### config.mk
export PLATFORM = sky130hd
export DESIGN_NAME = cmplx_mult_seq
export DESIGN_NICKNAME = d
export VERILOG_FILES = /design/src/rtl/cmplx_mult_seq.sv
export SDC_FILE = /design/constraint.sdc
export NUM_CORES = 1
export LEC_CHECK = 0
export BUFFER_PORTS_ARGS = -buffer_cell sky130_fd_sc_hd__buf_2
export CORE_MARGIN = 5
export CORE_UTILIZATION = 50
export CTS_CLUSTER_SIZE = 16
export DETAILED_ROUTE_END_ITERATION = 12
export PLACE_DENSITY_LB_ADDON = 0.08
export SLEW_MARGIN = 30
export SYNTH_ARGS = -nofsm -noshare
export SYNTH_HDL_FRONTEND = slang
export SYNTH_SLANG_ARGS = --single-unit
export TNS_END_PERCENT = 30
### constraint.sdc
create_clock -name clk -period 7.2 [get_ports clk]
set_clock_uncertainty 0.05 [all_clocks]
set_input_delay 1.08 -clock clk [delete_from_list [all_inputs] [get_ports clk]]
set_output_delay 1.08 -clock clk [all_outputs]
set_load 0.005 [all_outputs]
### src/rtl/cmplx_mult_seq.sv
// Sequential complex multiplier: four operand words are loaded one per handshake edge, then the
// product a*q (or a*conj(q)) is rounded, range-fitted and shown re-then-im on the LED word.
module cmplx_mult_seq #(
  parameter int unsigned WIDTH       = 8,
  parameter int unsigned FRAC_BITS   = 0,
  parameter bit          SATURATE    = 1'b1,
  parameter int unsigned SYNC_STAGES = 2,
  parameter int unsigned MULT_LAT    = 3
) (
  input  logic             clk,
  input  logic             reset,
  input  logic             handshake,
  input  logic [WIDTH-1:0] data_in,
  input  logic             conj_en,
  output logic [WIDTH-1:0] led,
  output logic [2:0]       state_o,
  output logic             busy,
  output logic             ovf,
  output logic             dropped
);

  localparam logic [2:0] LD_RE_A = 3'd0;
  localparam logic [2:0] LD_IM_A = 3'd1;
  localparam logic [2:0] LD_RE_Q = 3'd2;
  localparam logic [2:0] LD_IM_Q = 3'd3;
  localparam logic [2:0] CALC    = 3'd4;
  localparam logic [2:0] SHOW_RE = 3'd5;
  localparam logic [2:0] SHOW_IM = 3'd6;

  // One spare bit over the 2*WIDTH+1 full-precision sum so the rounding add cannot overflow.
  localparam int unsigned PW     = 2 * WIDTH + 2;
  localparam int unsigned CW     = (MULT_LAT > 1) ? $clog2(MULT_LAT) : 1;
  localparam int unsigned RND_SH = (FRAC_BITS == 0) ? 0 : FRAC_BITS - 1;

  localparam logic signed [PW-1:0] RND  = (FRAC_BITS == 0) ? PW'(0) : (PW'(1) << RND_SH);
  localparam logic signed [PW-1:0] MAXV = {{(PW - WIDTH + 1){1'b0}}, {(WIDTH - 1){1'b1}}};
  localparam logic signed [PW-1:0] MINV = {{(PW - WIDTH + 1){1'b1}}, {(WIDTH - 1){1'b0}}};
  localparam logic [WIDTH-1:0]     MAXW = {1'b0, {(WIDTH - 1){1'b1}}};
  localparam logic [WIDTH-1:0]     MINW = {1'b1, {(WIDTH - 1){1'b0}}};
  localparam logic [CW-1:0]        LAST = CW'(MULT_LAT - 1);

  // ---------------------------------------------------------------------------------------------
  // Handshake synchroniser and rising-edge detector
  // ---------------------------------------------------------------------------------------------
  logic [SYNC_STAGES-1:0] sync_q;
  logic                   sync_q_d;
  logic                   hs_edge;

  always_ff @(posedge clk) begin
    if (reset) begin
      sync_q   <= '0;
      sync_q_d <= 1'b0;
    end else begin
      sync_q   <= {sync_q[SYNC_STAGES-2:0], handshake};
      sync_q_d <= sync_q[SYNC_STAGES-1];
    end
  end

  assign hs_edge = sync_q[SYNC_STAGES-1] & ~sync_q_d;

  // ---------------------------------------------------------------------------------------------
  // Control FSM
  // ---------------------------------------------------------------------------------------------
  logic [2:0]    state_q, state_d;
  logic [CW-1:0] cnt_q, cnt_d;
  logic          cap_en;
  logic          calc_done;

  assign calc_done = (state_q == CALC) && (cnt_q == LAST);

  always_comb begin
    state_d = state_q;
    cnt_d   = cnt_q;
    cap_en  = 1'b0;
    case (state_q)
      LD_RE_A: if (hs_edge) begin state_d = LD_IM_A; cap_en = 1'b1; end
      LD_IM_A: if (hs_edge) begin state_d = LD_RE_Q; cap_en = 1'b1; end
      LD_RE_Q: if (hs_edge) begin state_d = LD_IM_Q; cap_en = 1'b1; end
      LD_IM_Q: begin
        if (hs_edge) begin
          state_d = CALC;
          cnt_d   = '0;
          cap_en  = 1'b1;
        end
      end
      CALC: begin
        if (cnt_q == LAST) begin
          state_d = SHOW_RE;
        end else begin
          cnt_d = cnt_q + CW'(1);
        end
      end
      SHOW_RE: if (hs_edge) state_d = SHOW_IM;
      // Leaving the result display doubles as loading the next re_a.
      SHOW_IM: if (hs_edge) begin state_d = LD_IM_A; cap_en = 1'b1; end
      default: state_d = LD_RE_A;
    endcase
  end

  always_ff @(posedge clk) begin
    if (reset) begin
      state_q <= LD_RE_A;
      cnt_q   <= '0;
    end else begin
      state_q <= state_d;
      cnt_q   <= cnt_d;
    end
  end

  // ---------------------------------------------------------------------------------------------
  // Operand capture
  // ---------------------------------------------------------------------------------------------
  logic signed [WIDTH-1:0] re_a_q, im_a_q, re_q_q, im_q_q;
  logic        [WIDTH-1:0] last_q;
  logic                    conj_q;

  always_ff @(posedge clk) begin
    if (reset) begin
      re_a_q <= '0;
      im_a_q <= '0;
      re_q_q <= '0;
      im_q_q <= '0;
      last_q <= '0;
      conj_q <= 1'b0;
    end else if (cap_en) begin
      last_q <= data_in;
      case (state_q)
        LD_RE_A, SHOW_IM: re_a_q <= data_in;
        LD_IM_A:          im_a_q <= data_in;
        LD_RE_Q:          re_q_q <= data_in;
        LD_IM_Q: begin
          im_q_q <= data_in;
          conj_q <= conj_en;
        end
        default: ;
      endcase
    end
  end

  // ---------------------------------------------------------------------------------------------
  // Arithmetic: full-precision products, round half up, fit to WIDTH
  // ---------------------------------------------------------------------------------------------
  logic signed [PW-1:0] ar_x, ai_x, qr_x, qi_x;
  logic signed [PW-1:0] p_rr, p_ii, p_ir, p_ri;
  logic signed [PW-1:0] sum_re, sum_im, rnd_re, rnd_im;
  logic                 ovf_re_c, ovf_im_c;
  logic [WIDTH-1:0]     res_re_c, res_im_c;

  always_comb begin
    ar_x = PW'(re_a_q);
    ai_x = PW'(im_a_q);
    qr_x = PW'(re_q_q);
    qi_x = PW'(im_q_q);

    p_rr = ar_x * qr_x;
    p_ii = ai_x * qi_x;
    p_ir = ai_x * qr_x;
    p_ri = ar_x * qi_x;

    sum_re = conj_q ? (p_rr + p_ii) : (p_rr - p_ii);
    sum_im = conj_q ? (p_ir - p_ri) : (p_ir + p_ri);

    rnd_re = (sum_re + RND) >>> FRAC_BITS;
    rnd_im = (sum_im + RND) >>> FRAC_BITS;

    ovf_re_c = (rnd_re > MAXV) || (rnd_re < MINV);
    ovf_im_c = (rnd_im > MAXV) || (rnd_im < MINV);

    res_re_c = rnd_re[WIDTH-1:0];
    res_im_c = rnd_im[WIDTH-1:0];
    if (SATURATE) begin
      if (rnd_re > MAXV)      res_re_c = MAXW;
      else if (rnd_re < MINV) res_re_c = MINW;
      if (rnd_im > MAXV)      res_im_c = MAXW;
      else if (rnd_im < MINV) res_im_c = MINW;
    end
  end

  logic [WIDTH-1:0] res_re_q, res_im_q;
  logic             ovf_re_q, ovf_im_q;

  always_ff @(posedge clk) begin
    if (reset) begin
      res_re_q <= '0;
      res_im_q <= '0;
      ovf_re_q <= 1'b0;
      ovf_im_q <= 1'b0;
    end else if (calc_done) begin
      res_re_q <= res_re_c;
      res_im_q <= res_im_c;
      ovf_re_q <= ovf_re_c;
      ovf_im_q <= ovf_im_c;
    end
  end

  // ---------------------------------------------------------------------------------------------
  // Display outputs
  // ---------------------------------------------------------------------------------------------
  logic [WIDTH-1:0] led_q, led_d;
  logic             ovf_q, ovf_d;
  logic             dropped_q;

  always_comb begin
    led_d = led_q;
    ovf_d = 1'b0;
    case (state_q)
      LD_RE_A, LD_IM_A, LD_RE_Q, LD_IM_Q: led_d = last_q;
      CALC:    led_d = led_q;
      SHOW_RE: begin
        led_d = res_re_q;
        ovf_d = ovf_re_q;
      end
      SHOW_IM: begin
        led_d = res_im_q;
        ovf_d = ovf_im_q;
      end
      default: led_d = '0;
    endcase
  end

  always_ff @(posedge clk) begin
    if (reset) begin
      led_q     <= '0;
      ovf_q     <= 1'b0;
      dropped_q <= 1'b0;
    end else begin
      led_q <= led_d;
      ovf_q <= ovf_d;
      if ((state_q == CALC) && hs_edge) dropped_q <= 1'b1;
    end
  end

  assign led     = led_q;
  assign ovf     = ovf_q;
  assign dropped = dropped_q;
  assign state_o = state_q;
  assign busy    = (state_q == CALC);

endmodule

==> flow_metrics.tcl <==
set metrics [dict create \
    outcome "finished clean" \
    yosys-top-cells-area "fa_1 29%, ha_1 13%, dfxtp_1 10%, inv_1 7.4%, and2_1 6.3%" \
    synth_cells 1744 \
    core_um2 29800 \
    cts_buffers 9 \
    regArea_um2 1560 \
    synth_compound_area_share_pct 10.44 \
    h-tree-depth 3 \
    start_kind "flip-flop" \
    dieHeight_um 184.0 \
    synth_top_family_by_area "adder cells" \
    vdd_drop_max_mv 0.09230 \
    path_clk_slew_ns 0.07 \
    synth_fp_nets 2130 \
    pwr-share-seq_pct 46.2 \
    rsz0062_at_grt "no" \
    synth_top_area_cell "fa_1" \
    boundaryPins 26 \
    netSwitchingFraction_pct 24.59 \
    synth_area_per_cell_um2 8.684 \
    ys_ff_latch 77 \
    synthSimpleGateAreaFrac_pct 18.00 \
    path_class "reg -> reg" \
    cellPowerDensity_nw_per_um2 58.61 \
    p_clk_share_pct 48.2 \
    drc 0 \
    worstMarginPinSlew_ns 0.8039 \
    maxCapViolCount 0 \
    synth_fa_ha_area_share_pct 41.90 \
    finalMaxSlewViolations 0 \
    async_reset_ff_share_pct 0 \
    clock_latency_ns 0.35 \
    yosysWarnings 0 \
    wl_per_cell_um 16.23 \
    grt_pass1_vias 11760 \
    grt_pass1_wl_um 60580 \
    p_leak_nw 8.220 \
    hp-start "sync_q[0]$_SDFF_PP0_" \
    synth-xor-area-share_pct 6.808 \
    pre_cts_ws_ns -0.009572 \
    fillCellCount 2826 \
    gp_congestion 0.8315 \
    critPathLaunch "re_a_q[2]$_SDFFE_PP0P_" \
    crit_path_top_delay_cell "fa_1" \
    synth_cell_type_count 70 \
    yosysMostFrequentCell "inv_1" \
    drtIter0Drc 570 \
    cpMostUsedCell "fa_1" \
    ant_nets 0 \
    wl_um 35000 \
    cts_buffer_depth 2 \
    hold_viol 0 \
    drive_above_1_share_pct 7.135 \
    grt_usage_pct 21.89 \
    synth.area.mux_share_pct 3.792 \
    intPower_w 0.0007166 \
    hpwl_um 29810 \
    synth_commonest_cells "300 x inv_1, 222 x fa_1, 152 x and2_1, 152 x ha_1, 132 x nor2_1" \
    critPathMaxStageDelay_ns 0.53 \
    slew_headroom_pct 46.33 \
    worstPathCellList "and2_1 -> fa_1 -> fa_1 -> fa_1 -> inv_1 -> fa_1 -> inv_1 -> ha_1 -> a21o_1 -> a21oi_1 -> xnor2_1 -> nor4_2 -> nor2b_1 -> nor2b_1 -> a21oi_1 -> xnor2_1 -> ha_1 -> and3_1 -> a31oi_1 -> a31oi_1 -> xor2_1 -> xnor2_2 -> nor2_2 -> o32ai_1" \
    n_antenna_cell 0 \
    fin_setup_tns_ns 0 \
    dr.pass1.iters 5 \
    crit_required_ns 7.40 \
    cts_tree "built" \
    hold_class "reg -> reg" \
    multi_input_area_um2 12330 \
    rows 63 \
    viasPerCell 5.243 \
    netlist_area_um2 15140 \
    p_switching_w 0.0002337 \
    fin_ws_ns 0.3070 \
    die_x_um 184.0 \
    grt_max_degree 63 \
    end_kind "flip-flop" \
    layout.nets 2147 \
    comb_power_share_pct 5.6 \
    overflow 0 \
    port_buffers 25 \
    r2r-start "re_a_q[2]$_SDFFE_PP0P_" \
    root_buffer "clkbuf_16" \
    setup_viol 0 \
    start_util_pct 50.83 \
    synth_edf_count 0 \
    synth_top_area_share_pct 29.35 \
    critPathArrivalTime_ns 7.10 \
    area_delta_synth_final_pct 7.064 \
    seq_area_frac_synth_pct 10.18 \
    min_period_ns 6.893 \
    antenna_found_initial 0 \
    fmax_mhz 145.1 \
    num_vias 11300 \
    yosys_most_used_dff "dfxtp_1" \
    dieArea_um2 33870 \
    fin_crit_sh_pct 95.74 \
    cp_max_fo 9 \
    cts_sinks 77 \
]
## critical path, delay by kind of cell, from the launching register on
kind	cells	cell delay [ns]
compound gates	6	1.20
xor+xnor	4	1.02
fa+ha+maj	6	2.68
buf+inv	2	0.09
flops	1	0.42
simple gates	6	1.34
## layer usage
layer,up-vias,track usage (%),routed length (um)
li1,5598,-,-
met2,174,35.80,16130
met3,45,2.216,1030
met4,0,5.265,873
met5,-,0,0
met1,5486,31.46,16970
## cells in the final DEF, fill, tap and decap left out, types with 8 or more instances in the layout
cell type    n
a21oi_1     72
nand2_1    106
buf_4       39
o21bai_1     8
nor3_1      19
o21a_1      17
and2_1     152
dfxtp_2      9
mux2i_1     54
buf_2       25
inv_1      299
o21ai_0     35
o21ai_1     10
a21o_1      18
a31oi_1     13
nor2_1     131
xnor2_1     75
xor2_1      36
nor2b_1     16
ha_1       151
nand3_1      9
a211oi_1    16
clkbuf_16    9
nor4_1       8
nand2b_1    34
dfxtp_1     66
or3_1       12
fa_1       221
## power by group through the flow
| stage | sequential (W) | combinational [W] | clock [W] |
|---|---|---|---|
| floorplan | 0.000444 | 0.0000318 | 0 |
| global placement | 0.000449 | 0.0000518 | 0 |
| detailed placement | 0.000449 | 0.0000520 | 0 |
| CTS | 0.000439 | 0.0000522 | 0.000467 |
| global route | 0.000440 | 0.0000574 | 0.000484 |
| finish | 0.000439 | 0.0000531 | 0.000458 |
## worst paths after layout
path | to | slack, ns | cells past startpoint
setup reg to reg | res_im_q[0]$_SDFFE_PP0P_ | 0.31 | 24
setup / recovery | res_im_q[0]$_SDFFE_PP0P_ | 0.31 | 24
hold reg to reg | sync_q[1]$_SDFF_PP0_ | 0.39 | 1
hold / removal | sync_q[1]$_SDFF_PP0_ | 0.39 | 1
## repair_timing
item                                    CTS  global route
endpoints found under the setup margin    2            18
setup buffers                             0             3
hold buffers                              0             0
pin swaps                                 0             5
resized for setup                         1            23
## sequential cells by signal, summed over array words and instances (netlist names), 2 cells and up
signal / count
im_a_q: 8
re_q_q: 8
im_q_q: 8
sync_q: 2
res_im_q: 8
last_q: 8
re_a_q: 8
state_o: 3
led: 8
res_re_q: 8
cnt_q: 2
## kinds of logic after synthesis
kind of cell	Yosys count
AND/OR/NAND/NOR	524
XOR/XNOR	116
AO/OA/AOI/OAI	239
multiplexers	56
flip-flops	77
buffers and inverters	358
adder cells (fa/ha/maj)	374
## layout make-up
type	instances	area share, %
clock buffer	10	1.412
sequential	77	9.623
clock inverter	6	0.3935
tap	390	3.009
inverter	300	6.945
timing repair buffer	64	2.577
multi-input combinational	1309	76.04
## per-stage QoR
stage	hold slack (ns)	area, um2	power, W	utilization [%]	instances
floorplan	0.3638	15140	0.0004763	-	1744
global placement	0.3699	15820	0.0005009	53.08	2137
detailed placement	0.3742	15820	0.0005011	53.08	2137
CTS	0.3898	16110	0.0009585	54.06	2153
global route	0.4042	16210	0.0009812	54.42	2156
finish	0.3895	16210	0.0009502	54.42	2156
Power figures use the tool's default switching activity.
